**src/rtl/game_ui_pkg.sv**
```systemverilog
// Shared definitions for the UI sequencer, its tick timer and the UI ROM reader.
package game_ui_pkg;

    typedef enum logic [1:0] {
        ST_PRIME = 2'd0,
        ST_LOAD  = 2'd1,
        ST_WAIT  = 2'd2,
        ST_DONE  = 2'd3
    } ui_state_e;

    localparam int UI_ADDR_WIDTH    = 10;
    localparam int UI_MAXIMUM_TIMES = 30;
    localparam int UI_TICK_DIV      = 25000;

endpackage

```
**src/rtl/game_tick_timer.sv**
```systemverilog
// Prescaled game timebase: one current_time increment every TICK_DIV enabled
// clocks, saturating at all-ones.
module game_tick_timer
    import game_ui_pkg::*;
#(
    parameter int MAXIMUM_TIMES = UI_MAXIMUM_TIMES,
    parameter int TICK_DIV      = UI_TICK_DIV
) (
    input  logic                     clk,
    input  logic                     reset,
    input  logic                     clear,
    input  logic                     enable,
    output logic [MAXIMUM_TIMES-1:0] current_time
);

    localparam int PW = $clog2(TICK_DIV);
    localparam logic [PW-1:0] PRE_LAST = PW'(TICK_DIV - 1);
    localparam logic [MAXIMUM_TIMES-1:0] TIME_MAX = {MAXIMUM_TIMES{1'b1}};

    logic [PW-1:0]            presc_q, presc_d;
    logic [MAXIMUM_TIMES-1:0] time_q, time_d;

    // Next-state for prescaler and saturating time counter.
    always_comb begin
        presc_d = presc_q;
        time_d  = time_q;
        if (clear) begin
            presc_d = {PW{1'b0}};
            time_d  = {MAXIMUM_TIMES{1'b0}};
        end else if (enable) begin
            if (presc_q == PRE_LAST) begin
                presc_d = {PW{1'b0}};
                if (time_q != TIME_MAX) begin
                    time_d = time_q + MAXIMUM_TIMES'(1);
                end else begin
                    time_d = time_q;
                end
            end else begin
                presc_d = presc_q + PW'(1);
            end
        end else begin
            presc_d = presc_q;
        end
    end

    // Timebase registers.
    always_ff @(posedge clk) begin
        if (reset) begin
            presc_q <= {PW{1'b0}};
            time_q  <= {MAXIMUM_TIMES{1'b0}};
        end else begin
            presc_q <= presc_d;
            time_q  <= time_d;
        end
    end

    assign current_time = time_q;

endmodule

```
**src/rtl/game_ui_sequencer.sv**
```systemverilog
// UI table sequencer: owns the game clock and the UI ROM address, and paces
// the reader through the table with the update/sync handshake.
module game_ui_sequencer
    import game_ui_pkg::*;
#(
    parameter int ADDR_WIDTH    = UI_ADDR_WIDTH,
    parameter int MAXIMUM_TIMES = UI_MAXIMUM_TIMES,
    parameter int TICK_DIV      = UI_TICK_DIV
) (
    input  logic                     clk,
    input  logic                     reset,
    input  logic                     start,
    input  logic                     pause,
    input  logic                     restart,
    input  logic                     update_ui_time,
    input  logic [MAXIMUM_TIMES-1:0] next_ui_time,
    input  logic                     is_end,
    output logic [ADDR_WIDTH-1:0]    addr,
    output logic [MAXIMUM_TIMES-1:0] current_time,
    output logic                     sync_ui_time,
    output logic                     ui_event,
    output logic                     done
);

    localparam logic [ADDR_WIDTH-1:0] ADDR_LAST = {ADDR_WIDTH{1'b1}};

    ui_state_e                state_q, state_d;
    logic [ADDR_WIDTH-1:0]    addr_q, addr_d;
    logic [MAXIMUM_TIMES-1:0] next_q, next_d;
    logic                     sync_q, sync_d;
    logic                     ui_event_q, ui_event_d;
    logic                     done_q, done_d;
    logic [MAXIMUM_TIMES-1:0] time_s;
    logic                     time_en_s;
    logic                     expired_s;

    // Time is held in PRIME so the game clock starts with the first entry.
    assign time_en_s = (state_q != ST_PRIME) && !pause;
    assign expired_s = (time_s >= next_q);

    game_tick_timer #(
        .MAXIMUM_TIMES (MAXIMUM_TIMES),
        .TICK_DIV      (TICK_DIV)
    ) u_tick_timer (
        .clk          (clk),
        .reset        (reset),
        .clear        (restart),
        .enable       (time_en_s),
        .current_time (time_s)
    );

    // Sequencer next-state; restart overrides every transition.
    always_comb begin
        state_d    = state_q;
        addr_d     = addr_q;
        next_d     = next_q;
        sync_d     = sync_q;
        done_d     = done_q;
        ui_event_d = 1'b0;
        if (restart) begin
            state_d = ST_PRIME;
            addr_d  = {ADDR_WIDTH{1'b0}};
            sync_d  = 1'b1;
            done_d  = 1'b0;
        end else begin
            case (state_q)
                ST_PRIME: begin
                    if (start) begin
                        state_d = ST_LOAD;
                        sync_d  = 1'b0;
                    end else begin
                        sync_d  = 1'b1;
                    end
                end
                ST_LOAD: begin
                    if (update_ui_time) begin
                        next_d = next_ui_time;
                        sync_d = 1'b1;
                        if (is_end) begin
                            state_d = ST_DONE;
                            done_d  = 1'b1;
                        end else begin
                            state_d    = ST_WAIT;
                            ui_event_d = 1'b1;
                        end
                    end else begin
                        sync_d = 1'b0;
                    end
                end
                ST_WAIT: begin
                    if (expired_s) begin
                        // Last address cannot advance: treat as end of table.
                        if (addr_q == ADDR_LAST) begin
                            state_d = ST_DONE;
                            done_d  = 1'b1;
                        end else begin
                            addr_d  = addr_q + ADDR_WIDTH'(1);
                            state_d = ST_LOAD;
                            sync_d  = 1'b0;
                        end
                    end else begin
                        sync_d = 1'b1;
                    end
                end
                ST_DONE: begin
                    sync_d = 1'b1;
                    done_d = 1'b1;
                end
                default: begin
                    state_d = ST_PRIME;
                    sync_d  = 1'b1;
                    done_d  = 1'b0;
                end
            endcase
        end
    end

    // Sequencer state and registered outputs.
    always_ff @(posedge clk) begin
        if (reset) begin
            state_q    <= ST_PRIME;
            addr_q     <= {ADDR_WIDTH{1'b0}};
            next_q     <= {MAXIMUM_TIMES{1'b0}};
            sync_q     <= 1'b1;
            ui_event_q <= 1'b0;
            done_q     <= 1'b0;
        end else begin
            state_q    <= state_d;
            addr_q     <= addr_d;
            next_q     <= next_d;
            sync_q     <= sync_d;
            ui_event_q <= ui_event_d;
            done_q     <= done_d;
        end
    end

    assign addr         = addr_q;
    assign current_time = time_s;
    assign sync_ui_time = sync_q;
    assign ui_event     = ui_event_q;
    assign done         = done_q;

endmodule

```
**config.mk**
```make
export PLATFORM = sky130hd
export DESIGN_NAME = game_ui_sequencer
export DESIGN_NICKNAME = d
export VERILOG_FILES = /design/src/rtl/game_ui_pkg.sv /design/src/rtl/game_tick_timer.sv /design/src/rtl/game_ui_sequencer.sv
export SDC_FILE = /design/constraint.sdc
export NUM_CORES = 1
export LEC_CHECK = 0
export ABC_AREA = 0
export CAP_MARGIN = 10
export CORE_ASPECT_RATIO = 0.6
export CORE_MARGIN = 2
export CORE_UTILIZATION = 50
export CTS_CLUSTER_DIAMETER = 50
export DETAILED_ROUTE_END_ITERATION = 8
export HOLD_SLACK_MARGIN = 0.12
export PLACE_DENSITY = 0.76
export SYNTH_ARGS = -nofsm -noshare
export SYNTH_HDL_FRONTEND = slang
export SYNTH_HIERARCHICAL = 1
export SYNTH_SLANG_ARGS = --single-unit
```
**constraint.sdc**
```tcl
create_clock -name clk -period 3.9 [get_ports clk]
set_input_delay 0.78 -clock clk [delete_from_list [all_inputs] [get_ports clk]]
set_output_delay 0.78 -clock clk [all_outputs]
set_load 0.005 [all_outputs]
```
=== Word level (Yosys, flattened, before mapping) ===
Cells that the tools add are included.

* Muxes and demuxes: 18
* Equality and inequality tests: 12
* Reduce and logical (&&, ||, !) cells: 13
* $lt $le $gt $ge: 1
* Add/sub/neg operators: 3
* Bitwise logic cells: 4

{| class="wikitable"
|+ Operator list
! cell !! number
|-
| $add 30x1->30 const B || 1
|-
| $ge 30x30->1 || 1
|-
| $ne 30x30->1 const B || 1
|-
| $add 15x1->15 const B || 1
|-
| $eq 15x15->1 const B || 1
|-
| $mux 15 || 1
|-
| $add 10x1->10 const B || 1
|-
| $eq 10x10->1 const B || 1
|-
| $mux 1 || 10
|-
| $ne 2x2->1 const B || 5
|-
| $reduce_and 3->1 || 3
|-
| $mux 2 || 4
|-
| $pmux 2 s3 || 1
|-
| $reduce_bool 3->1 || 2
|-
| $reduce_and 5->1 || 1
|-
| $eq 2x2->1 const B || 2
|-
| $not 1->1 || 4
|-
| $pmux 1 s4 || 1
|-
| $reduce_and 4->1 || 1
|-
| $reduce_or 4->1 || 1
|-
| $ne 3x3->1 const B || 1
|-
| $pmux 1 s3 || 1
|-
| $eq 2x1->1 const B || 1
|-
| $logic_not 2->1 || 1
|-
| other kinds (4) || 4
|}

* Output and inout port bits: 43
* Logic and storage cells: 59
* Flip-flop bits (word level): 90
* Input bits: 37

=== Depth between registers and ports, before layout ===
* Depth in word-level cells: 4
* Mapped depth: 10
* Gate-level depth less buffers: 9

=== Modules after synthesis ===
Netlist, hierarchy kept.

{| class="wikitable"
|+ Modules (own cells, without submodules)
! module !! cells each !! sequential area each (um2) !! area each (um2) !! times used
|-
| game_ui_sequencer || 342 || 900.9 || 2600.0 || 1
|-
| game_tick_timer || 265 || 900.9 || 2277.2 || 1
|}

=== Worst setup path after synthesis ===
Ideal clock, no wire load.

* Kind: input port to flip-flop
* Start: input port pause
* End: register u_tick_timer.time_q[19], in the netlist u_tick_timer/current_time[19]
* Arrival time: 2.531 ns
* Setup time: 0.071 ns
* Slack: 1.298 ns
* Buffers on the path: 1
* Cell stages on the path: 7
* Required time: 3.829 ns
* Cell sequence: nor2_1 buf_2 and4_2 nand4_4 or4_1 or4_1 a21oi_1

* Cells in the longest elaborated chain, start to end: 3

{| class="wikitable"
|+ Ends and longest elaborated chain
! item !! RTL line !! source
|-
| from (decl) || game_ui_sequencer.sv:13 || <nowiki>input logic pause,</nowiki>
|-
| $logic_not 1->1 || game_ui_sequencer.sv:38 || <nowiki>assign time_en_s = (state_q != ST_PRIME) && !pause;</nowiki>
|-
| $logic_and 1x1->1 || game_ui_sequencer.sv:38 ||
|-
| $reduce_and 3->1 (no source line) || - ||
|-
| to (signal assigned) || game_tick_timer.sv:50 || <nowiki>time_q <= {MAXIMUM_TIMES{1'b0}};</nowiki>
|-
| to (signal assigned) || game_tick_timer.sv:53 || <nowiki>time_q <= time_d;</nowiki>
|-
| to (decl) || game_tick_timer.sv:21 || <nowiki>logic [MAXIMUM_TIMES-1:0] time_q, time_d;</nowiki>
|}

No other way between the ends.
A chain may end at the register's enable or synchronous reset.

=== Worst setup path after layout ===
* Start: input port pause
* End: register u_tick_timer.time_q[17], in the netlist u_tick_timer/current_time[17]

* Cells in the longest elaborated chain, start to end: 3

{| class="wikitable"
|+ Ends and longest elaborated chain
! item !! RTL line !! source
|-
| $logic_not 1->1 || game_ui_sequencer.sv:38 ||
|-
| $logic_and 1x1->1 || game_ui_sequencer.sv:38 ||
|-
| named net time_en_s || game_ui_sequencer.sv:34 || <nowiki>logic time_en_s;</nowiki>
|-
| $reduce_and 3->1 (no source line) || - ||
|}

The timed path passes the listed nets, and every way through them passes these cells.

==> impl_metrics.env <==
export IMPL_dp_cells=805
export IMPL_p_leak_nw=2.10
export IMPL_timing_final_crit_share=0.797
export IMPL_setup_viol=0
export IMPL_ctsResizeCount=0
export IMPL_cp_required_ns=4.17
export IMPL_hpwl_mm=9.95
export IMPL_drt_first_pass_iters=5
export IMPL_areaGrowthSynthToFinish_pct=25.1
export IMPL_yosys_warnings=6
export IMPL_layout_nets=760
export IMPL_ff_latch_area_um2=1800
export IMPL_rsz0062_at_grt="no"
export IMPL_avgSynthCellArea_um2=8.03
export IMPL_synth_seq_area_share=0.369
export IMPL_grt_pass1_vias=4445
export IMPL_worstHoldPathType="flip-flop to flip-flop"
export IMPL_worst_slew_pin_slew_ns=0.681
export IMPL_antenna_cells=0
export IMPL_syn_inst=607
export IMPL_ys_async_sr_fraction=0
export IMPL_synth_common_cells="nand2_1, dfxtp_1, a21oi_1"
export IMPL_skew_ns=0.00376
export IMPL_place_ws_ns=0.491
export IMPL_ant_nets=0
export IMPL_fillCellCount=798
export IMPL_status="finished, final reports clean"
export IMPL_hold_violations=0
export IMPL_multi_input_area_um2=2840
export IMPL_row_count=27
export IMPL_remaining_drc_errors=0
export IMPL_numPortBuffers=79
export IMPL_vdd_drop_max_uv=214
export IMPL_ys_types=57
export IMPL_die_w_um=132
export IMPL_synth_top_area_cell="dfxtp_1"
export IMPL_slew_viol_final=0
export IMPL_ys_seq_elements=90
export IMPL_cts_reportedPaths_clkPinSlew_ns=0.06
export IMPL_period_needed_ns=3.11
export IMPL_dieArea_um2=10600
export IMPL_powerDensity_nw_per_um2=317
export IMPL_place_gp_congestion=0.943
export IMPL_drive_gt1_frac=0.0652
export IMPL_routed_wl_mm=13.5
export IMPL_critPathCaptureType="flip-flop"
export IMPL_path_cells="clkdlybuf4s50_1 > nor2_1 > and4_2 > nand4_4 > or4_1 > or4_1 > a21oi_1"
export IMPL_wl_per_cell_um=16.4
export IMPL_grtUsageTotal=0.259
export IMPL_routed_via_density=5.74
export IMPL_fp_dieH_um=80.5
export IMPL_antenna_found_initial=0
export IMPL_fin_setup_tns_ns=0
export IMPL_initial_core_util=0.523
export IMPL_critPathLaunchType="input port"
export IMPL_worst_path_most_repeated_cell="or4_1"
export IMPL_clockRootBuffer="clkbuf_16"
export IMPL_cts_inserted_buffers=9
export IMPL_synth_edff_count=0
export IMPL_ctsHoldBuffers=0
export IMPL_cpLargestDelayFamily="simple AND/OR/NAND/NOR gates"
export IMPL_grt_pass1_wl_mm=21.6
export IMPL_max_cap_viol_count=0
export IMPL_drtIter0Drc=443
export IMPL_critPathBufInv=1
export IMPL_overflow=0
export IMPL_cp_slowest_stage_delay_ns=0.66
export IMPL_insertion_delay_ns=0.35
export IMPL_slew_headroom=0.546
export IMPL_coreArea_um2=9320
export IMPL_netlist_area_leader_share=0.369
export IMPL_cp_max_fo=7
export IMPL_synth_most_common_cell="nand2_1"
export IMPL_netlist_area_um2=4880
export IMPL_final_instance_count_excl_fill=820
export IMPL_syn_nets=681
export IMPL_ff2ff_setup_slack_ns=0.84
export IMPL_synth_ff_type="dfxtp_1"
export IMPL_grt_max_degree=36
export IMPL_cts_buffer_depth=2
export IMPL_cts_tree="built"
export IMPL_cts_setup_buffers=0
export IMPL_arrival_ns=3.38
export IMPL_synthTopCellsByArea="dfxtp_1, ha_1, nand2_1, a21oi_1, or3_1"
export IMPL_h_tree_depth=3
export IMPL_cp_slowest_cell="or4_1"
export IMPL_ios=80
export IMPL_path_class="input port to flip-flop"
export IMPL_vias=4705
export IMPL_fin_hold_ws_ns=0.456
export IMPL_setup_ws_ns=0.793
export IMPL_cts_sinks=90
export IMPL_fmax_ghz=0.322
state kept, by name (all words and copies together), names as in the netlist:
| name | flops |
|---|---|
| next_q | 30 |
| done | 1 |
| addr | 10 |
| u_tick_timer/presc_q | 15 |
| sync_ui_time | 1 |
| ui_event | 1 |
| u_tick_timer/current_time | 30 |
| state_q | 2 |
where the power goes:
group | total [mW] | switching (mW) | internal (mW)
combinational | 0.144 | 0.0834 | 0.0609
clock | 0.861 | 0.350 | 0.511
sequential | 0.930 | 0.00421 | 0.926
total | 1.94 | 0.437 | 1.50
per-layer routing:
metal / part of all wire / track usage / up-vias
li1: - / - / 2320
met2: 0.40 / 0.367 / 206
met3: 0.092 / 0.0789 / 19
met1: 0.49 / 0.371 / 2160
met5: 0 / 0 / -
met4: 0.013 / 0.0859 / 0
final cells by class:
class | count | area share
inverter | 40 | 0.0246
sequential | 90 | 0.295
tap | 130 | 0.0267
multi-input combinational | 457 | 0.466
clock inverter | 2 | 0.00615
timing repair buffer | 88 | 0.141
clock buffer | 13 | 0.0410
worst min-delay path: cells and delay by family (launching register included):
| kind | cells | cell delay [ns] |
|---|---|---|
| DFF | 1 | 0.31 |
| and+or+nand+nor | 1 | 0.05 |
| AOI/OAI and AO/OA | 1 | 0.05 |
final timing paths:
kind	to	depth (start not counted)	from
worst min-delay path	next_q[21]	2	next_q[21]
worst min register to register	next_q[21]	2	next_q[21]
worst max-delay path	u_tick_timer/current_time[17]	7	pause
worst max register to register	u_tick_timer/current_time[17]	8	state_q[0]
kinds of logic (layout without fill, tap and decap cells):
kind of cell / after synthesis / count (layout) / synth area share
AO/OA/AOI/OAI: 134 / 134 / 0.167
XOR/XNOR: 18 / 18 / 0.0323
adder cells (fa/ha/maj): 37 / 37 / 0.0949
buffers and inverters: 60 / 143 / 0.0485
flip-flops: 90 / 90 / 0.369
multiplexers: 5 / 5 / 0.0103
AND/OR/NAND/NOR: 263 / 263 / 0.278
layout by cell type, fill, tap and decap left out, types with 3 or more instances in the layout:
master / netlist / final
a21oi_1: 70 / 70
a31oi_1: 7 / 7
a41o_1: 3 / 3
and3_1: 7 / 7
and4_1: 8 / 8
buf_4: 0 / 9
clkbuf_1: 16 / 3
clkbuf_16: 0 / 9
clkdlybuf4s50_1: 0 / 79
dfxtp_1: 90 / 90
ha_1: 37 / 37
inv_1: 40 / 40
mux2i_1: 5 / 5
nand2_1: 104 / 104
nand3_1: 17 / 17
nand4_1: 19 / 19
nor2_1: 42 / 41
nor3_1: 9 / 9
nor4_1: 4 / 4
o211ai_1: 3 / 3
o21ai_0: 23 / 23
o21ai_1: 3 / 3
o31ai_1: 5 / 5
or2_2: 5 / 5
or3_1: 26 / 26
or4_1: 6 / 6
xnor2_1: 9 / 9
xor2_1: 9 / 9
through the flow:
| stage | util | power [mW] | area (µm²) |
|---|---|---|---|
| after floorplan | - | 1.03 | 4880 |
| after global placement | 0.624 | 1.09 | 5810 |
| after detailed placement | 0.624 | 1.09 | 5810 |
| after CTS | 0.654 | 1.94 | 6100 |
| after global routing | 0.654 | 1.99 | 6100 |
| final | 0.654 | 1.94 | 6100 |
Note: power is estimated with default switching activity, not from simulation.
